**src/rtl/traffic_pkg.sv**
```systemverilog
// traffic_pkg: shared types and helpers for the two-road intersection controller.
//   phase_e       : six-phase light sequence plus the night FLASH state
//   LIGHT_*       : {red, yellow, green} lamp codes
//   CNT_W         : width of the per-phase countdown
//   next_phase()  : cyclic phase order
//   phase_lights(): {a_lights, b_lights} for a phase (flash bit used only in FLASH)
package traffic_pkg;

   localparam int unsigned CNT_W = 7;

   localparam logic [2:0] LIGHT_RED    = 3'b100;
   localparam logic [2:0] LIGHT_YELLOW = 3'b010;
   localparam logic [2:0] LIGHT_GREEN  = 3'b001;

   typedef enum logic [2:0] {
      A_GREEN  = 3'd0,
      A_YELLOW = 3'd1,
      ALLRED_1 = 3'd2,
      B_GREEN  = 3'd3,
      B_YELLOW = 3'd4,
      ALLRED_2 = 3'd5,
      FLASH    = 3'd6
   } phase_e;

   // Cyclic successor; FLASH is left through its own path, never by countdown.
   function automatic phase_e next_phase(input phase_e p);
      case (p)
         A_GREEN:  return A_YELLOW;
         A_YELLOW: return ALLRED_1;
         ALLRED_1: return B_GREEN;
         B_GREEN:  return B_YELLOW;
         B_YELLOW: return ALLRED_2;
         default:  return A_GREEN;
      endcase
   endfunction

   // Lamp pattern {a, b} for a phase.
   function automatic logic [5:0] phase_lights(input phase_e p, input logic flash);
      case (p)
         A_GREEN:  return {LIGHT_GREEN,  LIGHT_RED};
         A_YELLOW: return {LIGHT_YELLOW, LIGHT_RED};
         B_GREEN:  return {LIGHT_RED,    LIGHT_GREEN};
         B_YELLOW: return {LIGHT_RED,    LIGHT_YELLOW};
         FLASH:    return {1'b0, flash, 1'b0, 1'b0, flash, 1'b0};
         default:  return {LIGHT_RED,    LIGHT_RED};
      endcase
   endfunction

endpackage

```
**src/rtl/traffic_if.sv**
```systemverilog
// traffic_if: board-side signals of the intersection controller.
//   ped_req, night         : button / switch inputs to the controller
//   a_lights, b_lights     : {red, yellow, green} per road
//   walk                   : pedestrian lamp
//   sec_tens, sec_ones     : BCD countdown digits for the 7-segment decoders
//   tick                   : one-cycle tick pulse
//   master = controller side, slave = board / observer side
interface traffic_if;
   logic       ped_req;
   logic       night;
   logic [2:0] a_lights;
   logic [2:0] b_lights;
   logic       walk;
   logic [3:0] sec_tens;
   logic [3:0] sec_ones;
   logic       tick;

   modport master (
      input  ped_req, night,
      output a_lights, b_lights, walk, sec_tens, sec_ones, tick
   );

   modport slave (
      output ped_req, night,
      input  a_lights, b_lights, walk, sec_tens, sec_ones, tick
   );
endinterface

```
**src/rtl/tick_gen.sv**
```systemverilog
// tick_gen: divides clk by DIV = CLK_HZ/TICK_HZ into a one-cycle tick.
//   clk  in  : system clock
//   rst  in  : asynchronous active-high reset
//   tick out : high for the one cycle in which the divider sits at DIV-1
module tick_gen #(
   parameter int unsigned CLK_HZ  = 50_000_000,
   parameter int unsigned TICK_HZ = 1
) (
   input  logic clk,
   input  logic rst,
   output logic tick
);

   localparam int unsigned DIV = CLK_HZ / TICK_HZ;
   localparam int unsigned W   = (DIV > 1) ? $clog2(DIV) : 1;

   logic [W-1:0] cnt;

   // tick is registered one step early so it coincides with cnt == DIV-1.
   always_ff @(posedge clk or posedge rst) begin
      if (rst) begin
         cnt  <= '0;
         tick <= 1'b0;
      end else begin
         tick <= (cnt == W'(DIV - 2));
         cnt  <= (cnt == W'(DIV - 1)) ? '0 : cnt + W'(1);
      end
   end

endmodule

```
**src/rtl/traffic_ctrl.sv**
```systemverilog
// traffic_ctrl: two-road intersection controller (main road A, side road B).
//   CLOCK_50 in : system clock
//   reset    in : asynchronous active-high reset
//   bus          : traffic_if.master (ped_req, night in; lights, walk, digits, tick out)
// Optional: define NIGHT_FLASH_EN to build the night FLASH mode; otherwise night is ignored.
module traffic_ctrl
   import traffic_pkg::*;
#(
   parameter int unsigned CLK_HZ      = 50_000_000,
   parameter int unsigned TICK_HZ     = 1,
   parameter int unsigned A_GREEN_S   = 10,
   parameter int unsigned YELLOW_S    = 4,
   parameter int unsigned ALLRED_S    = 1,
   parameter int unsigned B_GREEN_S   = 6,
   parameter int unsigned MIN_GREEN_S = 3
) (
   input  logic       CLOCK_50,
   input  logic       reset,
   traffic_if.master  bus
);

   logic             tick;
   logic             ped_s1, ped_s2, ped_s3;
   logic             ped_rise;
   logic             pend_q, pend_d;
   phase_e           phase_q, phase_d;
   logic [CNT_W-1:0] count_q, count_d;
   logic             walk_q, walk_d;
   logic             flash_q, flash_d;
   logic [5:0]       lights_q, lights_d;

   // Reload value (duration - 1) for a phase.
   function automatic logic [CNT_W-1:0] dur_m1(input phase_e p);
      case (p)
         A_GREEN:            return CNT_W'(A_GREEN_S - 1);
         A_YELLOW, B_YELLOW: return CNT_W'(YELLOW_S - 1);
         ALLRED_1, ALLRED_2: return CNT_W'(ALLRED_S - 1);
         B_GREEN:            return CNT_W'(B_GREEN_S - 1);
         default:            return '0;
      endcase
   endfunction

   tick_gen #(
      .CLK_HZ  (CLK_HZ),
      .TICK_HZ (TICK_HZ)
   ) u_tick_gen (
      .clk  (CLOCK_50),
      .rst  (reset),
      .tick (tick)
   );

   assign ped_rise = ped_s2 & ~ped_s3;

   // State register: phase, countdown, walk, flash, lamps, pedestrian latch.
   always_ff @(posedge CLOCK_50 or posedge reset) begin
      if (reset) begin
         ped_s1   <= 1'b0;
         ped_s2   <= 1'b0;
         ped_s3   <= 1'b0;
         pend_q   <= 1'b0;
         phase_q  <= A_GREEN;
         count_q  <= CNT_W'(A_GREEN_S - 1);
         walk_q   <= 1'b0;
         flash_q  <= 1'b0;
         lights_q <= {LIGHT_GREEN, LIGHT_RED};
      end else begin
         ped_s1   <= bus.ped_req;
         ped_s2   <= ped_s1;
         ped_s3   <= ped_s2;
         pend_q   <= pend_d;
         phase_q  <= phase_d;
         count_q  <= count_d;
         walk_q   <= walk_d;
         flash_q  <= flash_d;
         lights_q <= lights_d;
      end
   end

   // Next-state logic; everything moves only on tick except the request latch.
   always_comb begin
      phase_d = phase_q;
      count_d = count_q;
      walk_d  = walk_q;
      flash_d = flash_q;
      pend_d  = pend_q | ped_rise;

      if (tick) begin
`ifdef NIGHT_FLASH_EN
         if (bus.night) begin
            phase_d = FLASH;
            count_d = '0;
            walk_d  = 1'b0;
            flash_d = (phase_q == FLASH) ? ~flash_q : 1'b1;
         end else if (phase_q == FLASH) begin
            phase_d = ALLRED_1;
            count_d = dur_m1(ALLRED_1);
         end else
`endif
         if (count_q == '0) begin
            phase_d = next_phase(phase_q);
            count_d = dur_m1(phase_d);
            if (phase_d == B_GREEN) begin
               // Grant consumes the pending request; a press landing this very cycle stays latched.
               walk_d = pend_q;
               pend_d = ped_rise;
            end else begin
               walk_d = 1'b0;
            end
         end else if (phase_q == A_GREEN && pend_q && count_q > CNT_W'(MIN_GREEN_S - 1)) begin
            count_d = CNT_W'(MIN_GREEN_S - 1);
         end else begin
            count_d = count_q - CNT_W'(1);
         end
      end

`ifdef NIGHT_FLASH_EN
      if (phase_d == FLASH) pend_d = 1'b0;
`endif

      lights_d = phase_lights(phase_d, flash_d);
   end

`ifndef NIGHT_FLASH_EN
   logic unused_night;
   assign unused_night = bus.night;
`endif

   assign bus.a_lights = lights_q[5:3];
   assign bus.b_lights = lights_q[2:0];
   assign bus.walk     = walk_q;
   assign bus.tick     = tick;
   assign bus.sec_tens = 4'(count_q / CNT_W'(10));
   assign bus.sec_ones = 4'(count_q % CNT_W'(10));

endmodule

```
**src/flat_wrapper.sv**
```systemverilog
// flat-port wrapper written by rule: the top's interface ports become plain ports
module traffic_ctrl_flat import traffic_pkg::*;
#(
   parameter int unsigned CLK_HZ      = 50_000_000,
   parameter int unsigned TICK_HZ     = 1,
   parameter int unsigned A_GREEN_S   = 10,
   parameter int unsigned YELLOW_S    = 4,
   parameter int unsigned ALLRED_S    = 1,
   parameter int unsigned B_GREEN_S   = 6,
   parameter int unsigned MIN_GREEN_S = 3
)
  (CLOCK_50, reset, bus_ped_req, bus_night, bus_a_lights, bus_b_lights, bus_walk, bus_sec_tens, bus_sec_ones, bus_tick);
  traffic_if bus_i ();
  input  logic CLOCK_50;
  input  logic reset;
  input wire logic [$bits(bus_i.ped_req)-1:0] bus_ped_req;
  input wire logic [$bits(bus_i.night)-1:0] bus_night;
  output wire logic [$bits(bus_i.a_lights)-1:0] bus_a_lights;
  output wire logic [$bits(bus_i.b_lights)-1:0] bus_b_lights;
  output wire logic [$bits(bus_i.walk)-1:0] bus_walk;
  output wire logic [$bits(bus_i.sec_tens)-1:0] bus_sec_tens;
  output wire logic [$bits(bus_i.sec_ones)-1:0] bus_sec_ones;
  output wire logic [$bits(bus_i.tick)-1:0] bus_tick;
  assign bus_i.ped_req = bus_ped_req;
  assign bus_i.night = bus_night;
  assign bus_a_lights = bus_i.a_lights;
  assign bus_b_lights = bus_i.b_lights;
  assign bus_walk = bus_i.walk;
  assign bus_sec_tens = bus_i.sec_tens;
  assign bus_sec_ones = bus_i.sec_ones;
  assign bus_tick = bus_i.tick;
  traffic_ctrl #(.CLK_HZ(CLK_HZ), .TICK_HZ(TICK_HZ), .A_GREEN_S(A_GREEN_S), .YELLOW_S(YELLOW_S), .ALLRED_S(ALLRED_S), .B_GREEN_S(B_GREEN_S), .MIN_GREEN_S(MIN_GREEN_S)) u_core (.CLOCK_50(CLOCK_50), .reset(reset), .bus(bus_i));
endmodule
```
**config.mk**
```make
export PLATFORM = sky130hd
export DESIGN_NAME = traffic_ctrl_flat
export DESIGN_NICKNAME = d
export VERILOG_FILES = /design/src/rtl/traffic_pkg.sv /design/src/rtl/traffic_if.sv /design/src/rtl/tick_gen.sv /design/src/rtl/traffic_ctrl.sv /design/src/flat_wrapper.sv
export SDC_FILE = /design/constraint.sdc
export NUM_CORES = 1
export LEC_CHECK = 0
export BUFFER_PORTS_ARGS = -buffer_cell sky130_fd_sc_hd__buf_2
export CAP_MARGIN = 20
export CORE_MARGIN = 10
export CORE_UTILIZATION = 38
export CTS_BUF_LIST = sky130_fd_sc_hd__clkbuf_4 sky130_fd_sc_hd__clkbuf_8
export DETAILED_ROUTE_END_ITERATION = 16
export SYNTH_ARGS = -nofsm -noshare
export SYNTH_HDL_FRONTEND = slang
export SYNTH_HIERARCHICAL = 1
export SYNTH_SLANG_ARGS = --single-unit
```
**constraint.sdc**
```tcl
create_clock -name CLOCK_50 -period 5.15 [get_ports CLOCK_50]
set_input_delay 0.2575 -clock CLOCK_50 [delete_from_list [all_inputs] [get_ports CLOCK_50]]
set_output_delay 0.2575 -clock CLOCK_50 [all_outputs]
set_load 0.005 [all_outputs]
```
== Yosys cells after proc, flatten, opt, wreduce, memory -nomap -nowiden ==
Index checks and enable logic that the tools add are counted.

* Flip-flop bits (word level): 48
* Bits of input ports: 4
* Output and inout bits: 16
* Logic and storage cells: 53

* Add/subtract/negate cells: 2
* Divide/modulo/power cells: 2
* Magnitude comparators: 1
* Eq/ne operators: 13
* Multiplexer cells: 14
* Bitwise operators: 3
* Reduce and logical (&&, ||, !) cells: 8

{| class="wikitable"
|+ Operator list
! cell !! count
|-
| $eq 26x26->1 const B || 2
|-
| $pmux 6 s5 || 1
|-
| $add 26x1->26 const B || 1
|-
| $mux 26 || 1
|-
| $pmux 3 s5 || 1
|-
| $mux 7 || 2
|-
| $eq 3x2->1 const B || 4
|-
| $eq 3x3->1 const B || 4
|-
| $mux 3 || 4
|-
| $pmux 4 s3 || 1
|-
| $eq 3x1->1 const B || 3
|-
| $logic_not 3->1 || 3
|-
| $div 7x4->7 const B || 1
|-
| $gt 7x2->1 const B || 1
|-
| $logic_not 7->1 || 1
|-
| $mod 7x4->7 const B || 1
|-
| $sub 7x1->7 const B || 1
|-
| $mux 1 || 4
|-
| $logic_and 1x1->1 || 2
|-
| $reduce_and 2->1 || 1
|-
| $reduce_or 2->1 || 1
|-
| $and 1x1->1 || 1
|-
| $not 1->1 || 1
|-
| $or 1x1->1 || 1
|}

== Longest topological paths before layout ==
* Depth after elaboration: 8
* Depth in mapped cells: 11
* Mapped depth without buffers: 9

== By module ==
Netlist, hierarchy kept.

{| class="wikitable"
|+ Modules (own cells, without submodules)
! module !! times used !! cells an instance !! area an instance (um^2) !! sequential area each (um^2)
|-
| traffic_ctrl || 1 || 168 || 1472.7 || 530.5
|-
| tick_gen || 1 || 143 || 1431.4 || 675.6
|}

== Least setup slack after synthesis ==
No wires, ideal clock.

* Path kind: reg-to-output
* From: register u_core.count_q[2]
* To: output bus_sec_ones[1]
* Arrival time: 2.280 ns
* Required time: 4.893 ns
* Setup slack: 2.613 ns
* Cell stages (with the launch flop): 12
* Buffers on the path: 2
* Cells stage by stage: dfrtp_1 buf_2 buf_2 nand2_1 o21ai_0 a221o_1 xnor2_1 ha_1 inv_1 o22ai_1 a221oi_2 xnor2_1

* Cells in the longest elaborated chain, start to end: 1

{| class="wikitable"
|+ Ends and longest elaborated chain
! item !! RTL line !! source
|-
| start, declared || traffic_ctrl.sv:27 || <nowiki>logic [CNT_W-1:0] count_q, count_d;</nowiki>
|-
| start signal, assigned || traffic_ctrl.sv:62 || <nowiki>count_q <= CNT_W'(A_GREEN_S - 1);</nowiki>
|-
| start signal, assigned || traffic_ctrl.sv:72 || <nowiki>count_q <= count_d;</nowiki>
|-
| $mod 7x4->7 || traffic_ctrl.sv:133 || <nowiki>assign bus.sec_ones = 4'(count_q % CNT_W'(10));</nowiki>
|-
| end, declared || flat_wrapper.sv:22 || <nowiki>output wire logic [$bits(bus_i.sec_ones)-1:0] bus_sec_ones;</nowiki>
|}

No other way between the ends.

== Worst setup path in the final report ==
Same ends and word-level chain as after synthesis.

==> impl_metrics.env <==
export IMPL_drt_iter0_markers=134
export IMPL_num_vias=2290
export IMPL_dp_hpwl_um=4258
export IMPL_synth_area_leaders="dfrtp_1, xnor2_1, dfstp_2, xor2_1, nand2_1"
export IMPL_reg2reg_slack_ns=3.05
export IMPL_core_um2=7331
export IMPL_power_density_nw_per_um2=199.0
export IMPL_syn_to_final_growth_pct=8.057
export IMPL_synthArstFlopShare_pct=100.0
export IMPL_grt_use_met3_pct=2.575
export IMPL_cp_num_buf_inv=2
export IMPL_ioPinCount=20
export IMPL_use_met2_pct=17.58
export IMPL_design_area_um2=3138
export IMPL_yosys_warnings=6
export IMPL_synth_fp_nets=322
export IMPL_critPathLaunchType="flip-flop"
export IMPL_muxShareOfSynthArea_pct=0.6894
export IMPL_tightestPinTransition_ns=0.7732
export IMPL_hold_viol=0
export IMPL_h_tree_depth=2
export IMPL_crit_type="flip-flop to output port"
export IMPL_rsz0062_at_grt="false"
export IMPL_detail_route_wl_per_cell_um=14.33
export IMPL_io_buffers=18
export IMPL_seq_area_um2=1206
export IMPL_syn_area_per_cell_um2=9.338
export IMPL_drive_gt1_share_pct=16.25
export IMPL_stdcell_count=419
export IMPL_ys_flop_type="dfrtp_1"
export IMPL_grt_max_degree=28
export IMPL_met1_usage_pct=14.26
export IMPL_setup_violations=0
export IMPL_fillers=728
export IMPL_drc=0
export IMPL_p_int_uw=489.9
export IMPL_max_freq_mhz=307.5
export IMPL_fin_crit_sh_pct=63.14
export IMPL_synth_edff_count=0
export IMPL_whs_ns=0.05735
export IMPL_numCtsBuffers=5
export IMPL_synth_compound_area_share_pct=15.34
export IMPL_synth_xor_area_share_pct=7.540
export IMPL_cp_common_cell="xnor2_1"
export IMPL_maxCapViolCount=0
export IMPL_cp_startpoint="u_core/count_q[2]$_DFFE_PP0P_"
export IMPL_min_period_ns=3.252
export IMPL_finalWirelength_um=6003
export IMPL_cp_max_fo=19
export IMPL_ff2ff_path_depth=4
export IMPL_crit_cells=10
export IMPL_grt_antenna_before_repair=0
export IMPL_fin_skew_ns=0.007208
export IMPL_grt_util_all_layers_pct=10.91
export IMPL_r2r_end="u_core/lights_q[5]$_DFF_PP0_"
export IMPL_switching_share_pct=21.54
export IMPL_grt_overflow_total=0
export IMPL_hold_path_class="primary input to flip-flop"
export IMPL_end_kind="output port"
export IMPL_synthSimpleGateAreaFrac_pct=25.38
export IMPL_cts_tree="built"
export IMPL_placed_area_um2=3003
export IMPL_crit_chain="nor2_2 > o21ai_0 > a221o_1 > xnor2_1 > ha_1 > inv_1 > o22ai_1 > a221oi_2 > xnor2_1 > buf_2"
export IMPL_antenna_left=0
export IMPL_drv_slew=0
export IMPL_die_w_um=107.4
export IMPL_max_stage_delay_ns=0.61
export IMPL_p_sw_uw=134.5
export IMPL_yosys_area_top_type="dfrtp_1"
export IMPL_rows=31
export IMPL_grt_pass1_vias=2176
export IMPL_clkLatencyLatePin_ns=0.30
export IMPL_clkSlewWorstSetupHoldPaths_ns=0.09
export IMPL_clk_path_buf_depth=2
export IMPL_die_h_um=107.4
export IMPL_cpMaxStageDelayCell="dfrtp_1"
export IMPL_max_slew_margin_rel_pct=48.40
export IMPL_netlist_area_leader_share_pct=37.91
export IMPL_dieArea_um2=11540
export IMPL_postCtsSetupRepairBufs=0
export IMPL_clkPwrFrac_pct=37.6
export IMPL_drt_first_pass_iters=6
export IMPL_synth_adder_area_share_pct=3.361
export IMPL_synth_distinct_cells=61
export IMPL_synth_top_family_by_area="simple AND/OR/NAND/NOR gates"
export IMPL_nNetsFinal=330
export IMPL_syn_area_um2=2904
export IMPL_grt_pass1_wl_um=10590
export IMPL_grt_busiest_layer="met2"
export IMPL_gp_congestion=0.8262
export IMPL_seq_area_frac_synth_pct=41.53
export IMPL_crit_end="bus_sec_ones[1]"
export IMPL_status="complete, no violations"
export IMPL_p_seq_share_pct=60.6
export IMPL_ir_drop_uv=166.1
export IMPL_vias_per_cell=5.465
export IMPL_start_util_pct=39.61
export IMPL_cpLargestDelayFamily="compound AO/OA/AOI/OAI gates"
export IMPL_root_buffer="clkbuf_8"
export IMPL_combPwrFrac_pct=1.8
export IMPL_multi_input_area_um2=1519
export IMPL_cts_num_sinks=48
export IMPL_synth_seq_cells=48
export IMPL_worstPathArrival_ns=2.99
export IMPL_r2r_start="u_core/count_q[5]$_DFFE_PP0P_"
export IMPL_fin_tns_setup_ns=0
export IMPL_synthCells=311
export IMPL_antenna_cells=0
export IMPL_required_ns=4.89
export IMPL_power_leakage_uw=0.001358
export IMPL_placed_cells=409
cells in the final DEF, fill, tap and decap left out, types with 3 or more instances in the layout:
| cell | Yosys | routed |
|---|---|---|
| xor2_1 | 11 | 11 |
| nand4_1 | 10 | 10 |
| nor2_1 | 24 | 24 |
| a31o_2 | 4 | 4 |
| buf_2 | 8 | 18 |
| nand3_1 | 14 | 14 |
| inv_1 | 13 | 13 |
| nand3b_1 | 5 | 5 |
| xnor2_1 | 14 | 14 |
| clkbuf_8 | 0 | 6 |
| nor4_1 | 3 | 3 |
| nor3_1 | 5 | 5 |
| dfstp_2 | 4 | 4 |
| nor2b_1 | 4 | 4 |
| o21ai_0 | 17 | 17 |
| o211ai_1 | 3 | 3 |
| or3_1 | 7 | 7 |
| dfrtp_1 | 44 | 44 |
| ha_1 | 7 | 7 |
| a21oi_1 | 10 | 10 |
| o31ai_1 | 5 | 5 |
| nand2b_1 | 7 | 7 |
| and3_1 | 5 | 5 |
| and4_1 | 4 | 4 |
| a211oi_1 | 3 | 3 |
| nand2_1 | 25 | 25 |
logic make-up after synthesis:
| logic type | Yosys count |
|---|---|
| AND/OR/NAND/NOR | 129 |
| AO/OA/AOI/OAI | 64 |
| flip-flops | 48 |
| buffers and inverters | 35 |
| XOR/XNOR | 25 |
| adder cells (fa/ha/maj) | 8 |
| multiplexers | 2 |
Yosys cell counts (3+ instances only):
library cell  count
dfrtp_1          44
nand2_1          25
nor2_1           24
o21ai_0          17
nand3_1          14
xnor2_1          14
inv_1            13
xor2_1           11
a21oi_1          10
nand4_1          10
buf_2             8
ha_1              7
nand2b_1          7
or3_1             7
and3_1            5
clkbuf_1          5
nand3b_1          5
nor3_1            5
o31ai_1           5
a31o_2            4
and4_1            4
buf_4             4
dfstp_2           4
nor2b_1           4
a211oi_1          3
buf_6             3
nor4_1            3
o211ai_1          3
worst min-delay path by stage:
stage	startpoint	endpoint	slack (ns)	cells after the start
after CTS	bus_ped_req	u_core/ped_s1$_DFF_PP0_	0.05	1
after floorplan	reset	u_core/bus.walk$_DFFE_PP0P_	0.23	1
after global placement	u_core/ped_s1$_DFF_PP0_	u_core/ped_s2$_DFF_PP0_	0.35	0
after global routing	bus_ped_req	u_core/ped_s1$_DFF_PP0_	0.04	1
final	bus_ped_req	u_core/ped_s1$_DFF_PP0_	0.06	1
after detailed placement	u_core/ped_s1$_DFF_PP0_	u_core/ped_s2$_DFF_PP0_	0.34	0
area by class of cell:
type / count / share of cell area, %
clock inverters: 2 / 0.4785
inverters: 15 / 1.794
well taps: 99 / 3.947
flip-flops and latches: 48 / 38.44
multi-input cells: 228 / 48.41
repair buffers: 21 / 4.306
clock buffers: 6 / 2.632
metrics by stage:
| stage | total power, uW | setup slack (ns) | util [%] |
|---|---|---|---|
| final | 624.4 | 1.898 | 42.81 |
| after global routing | 652.8 | 1.633 | 42.81 |
| after CTS | 631.1 | 1.881 | 42.29 |
| after detailed placement | 394.4 | 2.225 | 40.96 |
| after global placement | 394.3 | 2.259 | 40.96 |
| after floorplan | 391.2 | 2.613 | - |
registers in the layout (all words and copies together), names as in the netlist:
register,flops
u_core/count_q,7
u_core/lights_q,6
u_core/ped_s2,1
u_core/u_tick_gen/cnt,26
u_core/ped_s3,1
u_core/u_tick_gen/tick,1
u_core/pend_q,1
u_core/phase_q,3
u_core/bus.walk,1
u_core/ped_s1,1
layer usage:
metal	up-vias	share of wire [%]
li1	1135	-
met1	1109	49
met2	41	46
met3	5	4.3
met4	0	0.92
met5	-	0
power groups by stage:
stage / combinational, uW / clock, uW / sequential (uW)
after global routing: 12.9 / 261 / 379
after detailed placement: 8.77 / 0 / 386
after global placement: 8.60 / 0 / 386
after floorplan: 5.69 / 0 / 386
after CTS: 8.79 / 244 / 378
final: 11.2 / 235 / 378
timing repair:
item                                   CTS  global route
hold buffers                             0             1
gates resized for setup                  0             0
endpoints found under the hold margin    0             8
Note: power is estimated with default switching activity, not from simulation.
